===== config.mk =====
export PLATFORM = sky130hd
export DESIGN_NAME = mem_access_ctrl_flat
export DESIGN_NICKNAME = d
export VERILOG_FILES = /design/src/rtl/mem_access_ctrl_if.sv /design/src/rtl/mem_access_ctrl.sv /design/src/flat_wrapper.sv
export SDC_FILE = /design/constraint.sdc
export NUM_CORES = 1
export LEC_CHECK = 0
export BUFFER_PORTS_ARGS = -buffer_cell sky130_fd_sc_hd__clkbuf_2
export CAP_MARGIN = 20
export CORE_MARGIN = 4
export CORE_UTILIZATION = 59
export CTS_CLUSTER_SIZE = 25
export DETAILED_ROUTE_END_ITERATION = 6
export PLACE_DENSITY = 0.85
export REMOVE_ABC_BUFFERS = 1
export SLEW_MARGIN = 5
export SYNTH_ARGS = -nofsm -noshare
export SYNTH_HDL_FRONTEND = slang
export SYNTH_SLANG_ARGS = --single-unit

===== constraint.sdc =====
create_clock -name clk -period 11 [get_ports clk]
set_input_delay 2.75 -clock clk [delete_from_list [all_inputs] [get_ports clk]]
set_output_delay 2.75 -clock clk [all_outputs]
set_load 0.05 [all_outputs]

===== src/rtl/mem_access_ctrl_if.sv =====
// Memory bus bundle between mem_access_ctrl (master) and a word-wide memory port (slave).
interface mem_access_ctrl_if;
  logic        BusReq;
  logic        BusWe;
  logic [31:0] BusAddr;
  logic [31:0] BusWData;
  logic [3:0]  BusByteEn;
  logic        BusReady;
  logic [31:0] BusRData;

  modport master (
    output BusReq, BusWe, BusAddr, BusWData, BusByteEn,
    input  BusReady, BusRData
  );

  modport slave (
    input  BusReq, BusWe, BusAddr, BusWData, BusByteEn,
    output BusReady, BusRData
  );
endinterface


===== src/rtl/mem_access_ctrl.sv =====
// Load/store unit front end: turns one pipeline load or store into one or two
// word-aligned bus beats, assembles and extends load data, and flags illegal accesses.
// Build option MISALIGNED_SPLIT_EN: misaligned accesses are carried out (two beats when
// the bytes straddle a word boundary); without it every misaligned access faults.
module mem_access_ctrl (
  input  logic        clk,
  input  logic        reset,
  input  logic        LoadReq,
  input  logic        StoreReq,
  input  logic [31:0] Addr,
  input  logic [31:0] WriteData,
  input  logic [2:0]  WidthSrc,
  output logic        Stall,
  output logic [31:0] LoadResult,
  output logic        Fault,
  mem_access_ctrl_if.master bus
);

  localparam int unsigned DataW = 32;
  localparam int unsigned WordLanes = 4;
`ifdef MISALIGNED_SPLIT_EN
  localparam int unsigned LaneW = 2 * WordLanes;
`else
  localparam int unsigned LaneW = WordLanes;
`endif
  localparam int unsigned SpanW = 8 * LaneW;

  localparam logic [1:0] IDLE    = 2'd0;
  localparam logic [1:0] ACCESS0 = 2'd1;
`ifdef MISALIGNED_SPLIT_EN
  localparam logic [1:0] ACCESS1 = 2'd2;
`endif
  localparam logic [1:0] DONE    = 2'd3;

  // Width code legality; stores only look at the size bits
  function automatic logic codeLegal(input logic [2:0] code, input logic isStore);
    return (code[1:0] != 2'b11) && (isStore || !(code[2] && (code[1:0] == 2'b00)));
  endfunction

  // Byte-lane mask of an access at lane 0
  function automatic logic [3:0] laneMask(input logic [1:0] size);
    logic [3:0] m;
    case (size)
      2'b00:   m = 4'b1111;
      2'b10:   m = 4'b0011;
      default: m = 4'b0001;
    endcase
    return m;
  endfunction

  // Store data moved onto its byte lanes (two words wide when splitting is built in)
  function automatic logic [SpanW-1:0] spanData(input logic [1:0] off, input logic [DataW-1:0] data);
    return SpanW'(data) << {off, 3'b000};
  endfunction

  // Byte enables moved onto their lanes
  function automatic logic [LaneW-1:0] spanEn(input logic [1:0] off, input logic [1:0] size);
    return LaneW'(laneMask(size)) << off;
  endfunction

`ifdef MISALIGNED_SPLIT_EN
  // True when the access bytes run past the end of the first word
  function automatic logic crossesWord(input logic [1:0] off, input logic [1:0] size);
    logic [2:0] cnt;
    case (size)
      2'b00:   cnt = 3'd4;
      2'b10:   cnt = 3'd2;
      default: cnt = 3'd1;
    endcase
    return (3'(off) + cnt) > 3'd4;
  endfunction
`else
  // Halves must be 2-byte aligned and words 4-byte aligned
  function automatic logic misaligned(input logic [1:0] off, input logic [1:0] size);
    return ((size == 2'b10) && off[0]) || ((size == 2'b00) && (off != 2'b00));
  endfunction
`endif

  logic [1:0]       state, nextState;
  logic [DataW-1:0] addrQ, wdataQ;
  logic [2:0]       widthQ;
  logic             storeQ;
`ifdef MISALIGNED_SPLIT_EN
  logic             splitQ;
  logic [DataW-1:0] lowWordQ;
  logic [2*DataW-1:0] fullWord;
`endif

  logic             busReqQ, busWeQ, faultQ;
  logic [DataW-1:0] busAddrQ, busWDataQ, loadResultQ;
  logic [3:0]       busByteEnQ;

  logic             busReqNxt, busWeNxt, faultNxt, loadDone;
  logic [DataW-1:0] busAddrNxt, busWDataNxt;
  logic [3:0]       busByteEnNxt;

  logic             anyReq, accept;
  logic [1:0]       selOff;
  logic [1:0]       selSize;
  logic [DataW-1:0] selData;
  logic [SpanW-1:0] span;
  logic [LaneW-1:0] spanLanes;
  logic [DataW-1:0] firstWord;
  logic [DataW-1:0] rawWord, loadValue;

  // Request qualification and lane placement (live inputs in IDLE, latched values after)
  always_comb begin
    anyReq = LoadReq | StoreReq;
    accept = (LoadReq ^ StoreReq) && codeLegal(WidthSrc, StoreReq);
`ifndef MISALIGNED_SPLIT_EN
    if (misaligned(Addr[1:0], WidthSrc[1:0])) accept = 1'b0;
`endif
    selOff    = (state == IDLE) ? Addr[1:0]     : addrQ[1:0];
    selSize   = (state == IDLE) ? WidthSrc[1:0] : widthQ[1:0];
    selData   = (state == IDLE) ? WriteData     : wdataQ;
    span      = spanData(selOff, selData);
    spanLanes = spanEn(selOff, selSize);
    firstWord = {addrQ[DataW-1:2], 2'b00};
  end

  // Next state and next values of the registered bus/fault outputs
  always_comb begin
    nextState    = state;
    busReqNxt    = 1'b0;
    busWeNxt     = 1'b0;
    busByteEnNxt = '0;
    busAddrNxt   = busAddrQ;
    busWDataNxt  = busWDataQ;
    faultNxt     = 1'b0;
    loadDone     = 1'b0;
    case (state)
      IDLE: begin
        if (accept) begin
          nextState    = ACCESS0;
          busReqNxt    = 1'b1;
          busWeNxt     = StoreReq;
          busAddrNxt   = {Addr[DataW-1:2], 2'b00};
          busWDataNxt  = StoreReq ? span[DataW-1:0] : '0;
          busByteEnNxt = spanLanes[WordLanes-1:0];
        end else if (anyReq) begin
          nextState = DONE;
          faultNxt  = 1'b1;
        end
      end
      ACCESS0: begin
        busReqNxt    = 1'b1;
        busWeNxt     = storeQ;
        busAddrNxt   = firstWord;
        busWDataNxt  = storeQ ? span[DataW-1:0] : '0;
        busByteEnNxt = spanLanes[WordLanes-1:0];
        if (bus.BusReady) begin
`ifdef MISALIGNED_SPLIT_EN
          if (splitQ) begin
            nextState    = ACCESS1;
            busAddrNxt   = firstWord + DataW'(4);
            busWDataNxt  = storeQ ? span[2*DataW-1:DataW] : '0;
            busByteEnNxt = spanLanes[LaneW-1:WordLanes];
          end else begin
            nextState    = DONE;
            busReqNxt    = 1'b0;
            busWeNxt     = 1'b0;
            busByteEnNxt = '0;
            loadDone     = !storeQ;
          end
`else
          nextState    = DONE;
          busReqNxt    = 1'b0;
          busWeNxt     = 1'b0;
          busByteEnNxt = '0;
          loadDone     = !storeQ;
`endif
        end
      end
`ifdef MISALIGNED_SPLIT_EN
      ACCESS1: begin
        busReqNxt    = 1'b1;
        busWeNxt     = storeQ;
        busAddrNxt   = firstWord + DataW'(4);
        busWDataNxt  = storeQ ? span[2*DataW-1:DataW] : '0;
        busByteEnNxt = spanLanes[LaneW-1:WordLanes];
        if (bus.BusReady) begin
          nextState    = DONE;
          busReqNxt    = 1'b0;
          busWeNxt     = 1'b0;
          busByteEnNxt = '0;
          loadDone     = !storeQ;
        end
      end
`endif
      DONE:    nextState = IDLE;
      default: nextState = IDLE;
    endcase
  end

  // Load assembly: {high,low}, shift to the addressed byte, then extend
  always_comb begin
`ifdef MISALIGNED_SPLIT_EN
    if (state == ACCESS1) fullWord = {bus.BusRData, lowWordQ};
    else                  fullWord = {{DataW{1'b0}}, bus.BusRData};
    rawWord = DataW'(fullWord >> {addrQ[1:0], 3'b000});
`else
    rawWord = bus.BusRData >> {addrQ[1:0], 3'b000};
`endif
    case (widthQ[1:0])
      2'b10:   loadValue = widthQ[2] ? {16'h0000, rawWord[15:0]}
                                     : {{16{rawWord[15]}}, rawWord[15:0]};
      2'b01:   loadValue = widthQ[2] ? {24'h000000, rawWord[7:0]}
                                     : {{24{rawWord[7]}}, rawWord[7:0]};
      default: loadValue = rawWord;
    endcase
  end

  // State register
  always_ff @(posedge clk or posedge reset) begin
    if (reset) state <= IDLE;
    else       state <= nextState;
  end

  // Access parameters latched at acceptance; first beat kept for split loads
  always_ff @(posedge clk or posedge reset) begin
    if (reset) begin
      addrQ    <= '0;
      wdataQ   <= '0;
      widthQ   <= '0;
      storeQ   <= 1'b0;
`ifdef MISALIGNED_SPLIT_EN
      splitQ   <= 1'b0;
      lowWordQ <= '0;
`endif
    end else begin
      if ((state == IDLE) && accept) begin
        addrQ  <= Addr;
        wdataQ <= WriteData;
        widthQ <= WidthSrc;
        storeQ <= StoreReq;
`ifdef MISALIGNED_SPLIT_EN
        splitQ <= crossesWord(Addr[1:0], WidthSrc[1:0]);
`endif
      end
`ifdef MISALIGNED_SPLIT_EN
      if ((state == ACCESS0) && bus.BusReady) lowWordQ <= bus.BusRData;
`endif
    end
  end

  // Registered bus, fault and load-result outputs
  always_ff @(posedge clk or posedge reset) begin
    if (reset) begin
      busReqQ     <= 1'b0;
      busWeQ      <= 1'b0;
      busAddrQ    <= '0;
      busWDataQ   <= '0;
      busByteEnQ  <= '0;
      faultQ      <= 1'b0;
      loadResultQ <= '0;
    end else begin
      busReqQ    <= busReqNxt;
      busWeQ     <= busWeNxt;
      busAddrQ   <= busAddrNxt;
      busWDataQ  <= busWDataNxt;
      busByteEnQ <= busByteEnNxt;
      faultQ     <= faultNxt;
      if (loadDone) loadResultQ <= loadValue;
    end
  end

  // Pipeline hold: request pending in IDLE or a bus beat in flight
  always_comb begin
    Stall = ((state == IDLE) && anyReq) || (state == ACCESS0);
`ifdef MISALIGNED_SPLIT_EN
    if (state == ACCESS1) Stall = 1'b1;
`endif
  end

  assign bus.BusReq    = busReqQ;
  assign bus.BusWe     = busWeQ;
  assign bus.BusAddr   = busAddrQ;
  assign bus.BusWData  = busWDataQ;
  assign bus.BusByteEn = busByteEnQ;
  assign LoadResult    = loadResultQ;
  assign Fault         = faultQ;

endmodule


===== src/flat_wrapper.sv =====
// flat-port wrapper written by rule: the top's interface ports become plain ports
module mem_access_ctrl_flat 
  (clk, reset, LoadReq, StoreReq, Addr, WriteData, WidthSrc, Stall, LoadResult, Fault, bus_BusReq, bus_BusWe, bus_BusAddr, bus_BusWData, bus_BusByteEn, bus_BusReady, bus_BusRData);
  mem_access_ctrl_if bus_i ();
  input  logic clk;
  input  logic reset;
  input  logic LoadReq;
  input  logic StoreReq;
  input  logic [31:0] Addr;
  input  logic [31:0] WriteData;
  input  logic [2:0] WidthSrc;
  output logic Stall;
  output logic [31:0] LoadResult;
  output logic Fault;
  output wire logic [$bits(bus_i.BusReq)-1:0] bus_BusReq;
  output wire logic [$bits(bus_i.BusWe)-1:0] bus_BusWe;
  output wire logic [$bits(bus_i.BusAddr)-1:0] bus_BusAddr;
  output wire logic [$bits(bus_i.BusWData)-1:0] bus_BusWData;
  output wire logic [$bits(bus_i.BusByteEn)-1:0] bus_BusByteEn;
  input wire logic [$bits(bus_i.BusReady)-1:0] bus_BusReady;
  input wire logic [$bits(bus_i.BusRData)-1:0] bus_BusRData;
  assign bus_BusReq = bus_i.BusReq;
  assign bus_BusWe = bus_i.BusWe;
  assign bus_BusAddr = bus_i.BusAddr;
  assign bus_BusWData = bus_i.BusWData;
  assign bus_BusByteEn = bus_i.BusByteEn;
  assign bus_i.BusReady = bus_BusReady;
  assign bus_i.BusRData = bus_BusRData;
  mem_access_ctrl u_core (.clk(clk), .reset(reset), .LoadReq(LoadReq), .StoreReq(StoreReq), .Addr(Addr), .WriteData(WriteData), .WidthSrc(WidthSrc), .Stall(Stall), .LoadResult(LoadResult), .Fault(Fault), .bus(bus_i));
endmodule

==> results of run 1 <==
==> kinds of logic (layout without fill, tap and decap cells) <==
kind of cell,Yosys count,after routing,share of synthesized area [%]
other cells,1,2,0.0426
simple gates,271,271,13.7
fa+ha+maj,3,3,0.426
flops,171,171,48.6
mux,193,193,23.9
compound gates,106,106,8.83
buf+inv,79,264,4.60
==> final cells by class <==
| class | instances | share of cell area (%) |
|---|---|---|
| multi-input cells | 575 | 39.8 |
| well taps | 184 | 2.22 |
| flip-flops and latches | 171 | 41.2 |
| repair buffers | 215 | 10.6 |
| inverters | 17 | 0.662 |
| clock buffers | 21 | 4.33 |
| clock inverters | 11 | 1.16 |
==> metrics by stage <==
stage	instance area, um^2	total power (uW)	hold WS (ns)
2_1_floorplan	8470	2580	0.458
3_3_place_gp	9820	3020	0.461
3_5_place_dp	9820	3080	0.470
4_1_cts	10400	3680	0.484
5_1_grt	10400	3880	0.507
6_report	10400	3670	0.475
==> layer usage <==
metal / global-route usage [%] / up-vias / share of wire [%]
li1: - / 3237 / -
met1: 34.2 / 3465 / 40
met2: 44.0 / 276 / 49
met3: 5.65 / 30 / 8.3
met4: 10.2 / 0 / 2.0
met5: 0 / - / 0
==> registers in the layout, indices dropped and copies added (netlist names) <==
signal                flops
u_core.bus.BusReq         1
u_core.state              2
u_core.LoadResult        32
u_core.bus.BusAddr       30
u_core.widthQ             3
u_core.bus.BusByteEn      4
u_core.wdataQ            32
u_core.bus.BusWData      32
u_core.addrQ             32
u_core.Fault              1
u_core.bus.BusWe          1
u_core.storeQ             1
==> worst paths after layout <==
path                       cells after the start  slack, ns                      to
setup / recovery                               6       4.48                   Stall
hold / removal                                 2       0.48    u_core.LoadResult[0]
setup reg to reg                               6       7.67       u_core.wdataQ[22]
hold reg to reg                                2       0.48    u_core.LoadResult[0]
max in group asynchronous                      3       6.97         u_core.addrQ[1]
min in group asynchronous                      2       2.47  u_core.bus.BusAddr[28]
==> placed cells by master, fill, tap and decap left out, drive strengths merged, types with 8 or more instances in the layout <==
master and n:
clkbuf 226, dfrtp 171, nand2 169, mux2 126
mux2i 66, nand3 32, a21oi 30, nor2 22
o21ai 20, inv 18, nor2b 12, o22ai 11
buf 10, a32o 9, and2 9, a221o 9
nor3 9, a211oi 8, a32oi 8
==> worst max-delay path, stage by stage <==
cell      delay [ns]
clkbuf_2        0.19
inv_1           0.10
ha_1            0.20
nor2b_1         0.14
nor2_1          0.10
clkbuf_2        0.30
==> power breakdown <==
part           internal [uW]  total [uW]  switching, uW
registers                924        1140            217
clock network            340         581            241
logic                    662        1950           1290
==> flow_metrics.env, run 1 <==
export IMPL_status="finished clean"
export IMPL_syn_inst=824
export IMPL_num_fill_cells=1061
export IMPL_cts_setup_buffers=0
export IMPL_ys_flop_type="dfrtp_1"
export IMPL_ant_nets=0
export IMPL_grt_pass1_wl_um=35300
export IMPL_syn_area_um2=8810
export IMPL_rsz0062_at_grt="no"
export IMPL_slew_violations=0
export IMPL_first_pass_iters=5
export IMPL_worst_pin_slew_ns=1.18
export IMPL_r2r_start="u_core.state[1]"
export IMPL_grt_ovfl_total=0
export IMPL_finalSetupTns_ns=0
export IMPL_critPathMaxFanout=7
export IMPL_num_io_pins=208
export IMPL_vias=7008
export IMPL_cts_buffer_depth=2
export IMPL_multi_input_area_um2=4140
export IMPL_async_reset_ff_share_pct=100
export IMPL_port_buffers=205
export IMPL_slew_headroom_pct=21.4
export IMPL_setup_violations=0
export IMPL_hold_path_startpoint="u_core.LoadResult[0]"
export IMPL_synth_most_common_cell="dfrtp_1"
export IMPL_wire_per_inst_um=18.7
export IMPL_ys_seq_area_share_pct=48.6
export IMPL_fin_util_pct=71.2
export IMPL_leakage_uw=0.00518
export IMPL_diodes=0
export IMPL_cts_tree="yes"
export IMPL_synth_distinct_cells=52
export IMPL_drt_total_wl_um=22400
export IMPL_cts_root_buf="clkbuf_16"
export IMPL_post_cts_resized=0
export IMPL_cts_buffers=17
export IMPL_cts_max_level=4
export IMPL_ir_drop_mv=0.173
export IMPL_dp_slack_ns=4.48
export IMPL_cp_required_ns=8.25
export IMPL_startpoint="StoreReq"
export IMPL_num_nets_final=1104
export IMPL_fin_skew_ns=0.00775
export IMPL_grt_start_max_net_pins=94
export IMPL_syn_avg_cell_area_um2=10.7
export IMPL_std_cell_rows=44
export IMPL_crit_type="primary input to output port"
export IMPL_track_usage_pct=26.5
export IMPL_hold_class="flip-flop to flip-flop"
export IMPL_finalCriticalPeriod_ns=6.52
export IMPL_seqCellArea_um2=4280
export IMPL_ys_warn_count=0
export IMPL_grt_pass1_vias=6995
export IMPL_dp_cells=1161
export IMPL_core_um2=14600
export IMPL_avgViaCountPerCell=5.87
export IMPL_synthTopCellsByCount="171 x dfrtp_1, 169 x nand2_1, 119 x mux2_2, 66 x mux2i_1, 32 x nand3_1"
export IMPL_die_y_um=130
export IMPL_hold_viol_final=0
export IMPL_period_share_pct=59.3
export IMPL_synth_top_area_share_pct=48.6
export IMPL_p_per_area_nw_per_um2=353
export IMPL_die_x_um=130
export IMPL_drt_iter0_drc=466
export IMPL_dp_hpwl_um=14700
export IMPL_clock_latency_ns=0.42
export IMPL_cap_violations=0
export IMPL_gp_congestion=0.817
export IMPL_start_util_pct=60.4
export IMPL_clkSinkCount=171
export IMPL_drc_errors=0
export IMPL_ys_seq_elements=171
export IMPL_critPathArrivalTime_ns=3.77
export IMPL_drive_above_1_share_pct=37.9
export IMPL_final_cells=1194
export IMPL_syn2layout_area_growth_pct=18.0
export IMPL_finalWorstSetupSlack_ns=4.48
export IMPL_start_kind="primary input"
export IMPL_ys_top_cells_by_area="dfrtp_1 49%, mux2_2 15%, mux2i_1 7.5%"
export IMPL_hold_buffers=0
export IMPL_die_area_um2=17000
export IMPL_end_kind="output port"
export IMPL_grt_antenna_before_repair=0
export IMPL_synth_edff_count=0
export IMPL_synth_top_area_cell="dfrtp_1"
export IMPL_timing_fmax_ghz=0.153
export IMPL_clk_pin_slew_worst_paths_ns=0.06
(Power assumes the default switching activity.)
==> inputs of run 2 (changes only) <==
- CORE_UTILIZATION: 59 -> 54
- PLACE_DENSITY: 0.85 -> 0.78
- clock period: 11 -> 6.6 ns (I/O delays scaled with it)
==> flow_metrics.env, run 2 (synthesized netlist as in run 1, its figures left out) <==
export IMPL_status="finished clean"
export IMPL_dp_hpwl_um=15100
export IMPL_comb_power_share_pct=52.8
export IMPL_hold_class="flip-flop to flip-flop"
export IMPL_placedInstanceArea_um2=9880
export IMPL_finalCriticalPeriod_ns=4.37
export IMPL_hold_viol_final=0
export IMPL_fin_skew_ns=0.00929
export IMPL_vias=6888
export IMPL_timing_fmax_ghz=0.229
export IMPL_fin_util_pct=65.5
export IMPL_cts_root_buf="clkbuf_16"
export IMPL_crit_type="primary input to output port"
export IMPL_startpoint="StoreReq"
export IMPL_gp_congestion=0.794
export IMPL_p_per_area_nw_per_um2=582
export IMPL_num_nets_final=1104
export IMPL_cts_setup_buffers=0
export IMPL_finalWorstSetupSlack_ns=2.23
export IMPL_layout_commonest_cell="clkbuf_2"
export IMPL_drt_total_wl_um=22400
export IMPL_critPathArrivalTime_ns=2.72
export IMPL_track_usage_pct=24.3
export IMPL_hold_buffers=0
export IMPL_die_y_um=136
export IMPL_ant_nets=0
export IMPL_swShare_pct=47.3
export IMPL_grt_start_max_net_pins=77
export IMPL_end_kind="output port"
export IMPL_cts_buffers=17
export IMPL_worst_pin_slew_ns=1.13
export IMPL_wire_per_inst_um=18.2
export IMPL_p_seq_share_pct=31.7
export IMPL_setup_violations=0
export IMPL_hold_path_startpoint="u_core.LoadResult[3]"
export IMPL_critPathMaxFanout=7
export IMPL_holdWs_ns=0.489
export IMPL_start_kind="primary input"
export IMPL_cp_required_ns=4.95
export IMPL_switchingPower_uw=2880
export IMPL_die_area_um2=18400
export IMPL_die_x_um=136
export IMPL_reg2reg_slack_ns=3.45
export IMPL_crit_end="Stall"
export IMPL_slew_headroom_pct=24.5
export IMPL_core_um2=15900
export IMPL_worstReg2RegEnd="u_core.wdataQ[6]"
export IMPL_diodes=0
export IMPL_num_io_pins=208
export IMPL_drive_above_1_share_pct=37.7
export IMPL_cp_common_cell="clkbuf_2"
export IMPL_grt_antenna_before_repair=0
export IMPL_period_share_pct=66.2
export IMPL_drt_iter0_drc=388
export IMPL_r2r_start="u_core.state[1]"
export IMPL_finalSetupTns_ns=0
export IMPL_grt_pass1_vias=6863
export IMPL_avgViaCountPerCell=5.62
export IMPL_power_share_clock_pct=15.5
export IMPL_cts_max_level=4
export IMPL_r2r_cells=6
export IMPL_clock_latency_ns=0.42
export IMPL_dp_slack_ns=2.25
export IMPL_grt_pass1_wl_um=35400
export IMPL_first_pass_iters=5
export IMPL_slowest_stage="clkbuf_2"
export IMPL_start_util_pct=55.3
export IMPL_syn2layout_area_growth_pct=18.5
export IMPL_std_cell_rows=46
export IMPL_post_cts_resized=0
export IMPL_layout_common_cells="205 x clkbuf_2, 169 x nand2_1, 169 x dfrtp_1"
export IMPL_clk_pin_slew_worst_paths_ns=0.06
export IMPL_cts_buffer_depth=2
export IMPL_cap_violations=0
export IMPL_rsz0062_at_grt="no"
export IMPL_grt_ovfl_total=0
export IMPL_cell_internal_pwr_uw=3200
export IMPL_leakage_uw=0.00518
export IMPL_ir_drop_mv=0.305
export IMPL_slew_violations=0
export IMPL_cpPeakStageDelay_ns=0.30
export IMPL_fin_area_um2=10400
export IMPL_cts_tree="yes"
export IMPL_crit_chain="clkbuf_2, inv_1, ha_1, nor2b_1, nor2_1, clkbuf_2"
export IMPL_drc_errors=0
export IMPL_port_buffers=205
export IMPL_clkSinkCount=171
run 2: area by class of cell:
class	instances	area, um^2
Multi-Input combinational cell	575	4140
Tap cell	216	270
Sequential cell	171	4280
Clock buffer	25	485
Fill cell	1298	5500
Inverter	17	68.8
Clock inverter	7	65.1
Timing Repair Buffer	215	1130
run 2: worst min path at each step:
stage,cells past startpoint,slack (ns),endpoint
CTS,2,0.49,u_core.LoadResult[2]
detailed placement,2,0.47,u_core.LoadResult[2]
global route,2,0.51,u_core.LoadResult[2]
floorplan,1,0.46,u_core.addrQ[13]
finish,2,0.49,u_core.LoadResult[3]
global placement,2,0.46,u_core.LoadResult[1]
run 2: power groups by stage:
stage          registers [uW]  clock network, uW  logic [uW]
6_report                 1930                941        3210
5_1_grt                  1990               1010        3440
4_1_cts                  1920                959        3220
3_5_place_dp             1940                  0        3210
3_3_place_gp             1920                  0        3150
2_1_floorplan            2790                  0        1510
run 2: worst max-delay path: cells and delay by family:
family | cells | cell delay (ns)
buf+inv | 3 | 0.61
simple gates | 2 | 0.24
fa+ha+maj | 1 | 0.21
run 2: layer usage:
metal  vias up  track usage, %  routed length, um
met2       238            40.0              11000
met4         0            7.05                392
met1      3395            32.6               9460
met5         -               0                  0
li1       3226               -                  -
met3        29            5.50               1490
run 2: through the flow:
| step | std cells | power [uW] |
|---|---|---|
| final | 1226 | 6080 |
| after global routing | 1226 | 6440 |
| after CTS | 1225 | 6100 |
| after detailed placement | 1193 | 5150 |
| after global placement | 1193 | 5060 |
| after floorplan | 763 | 4290 |
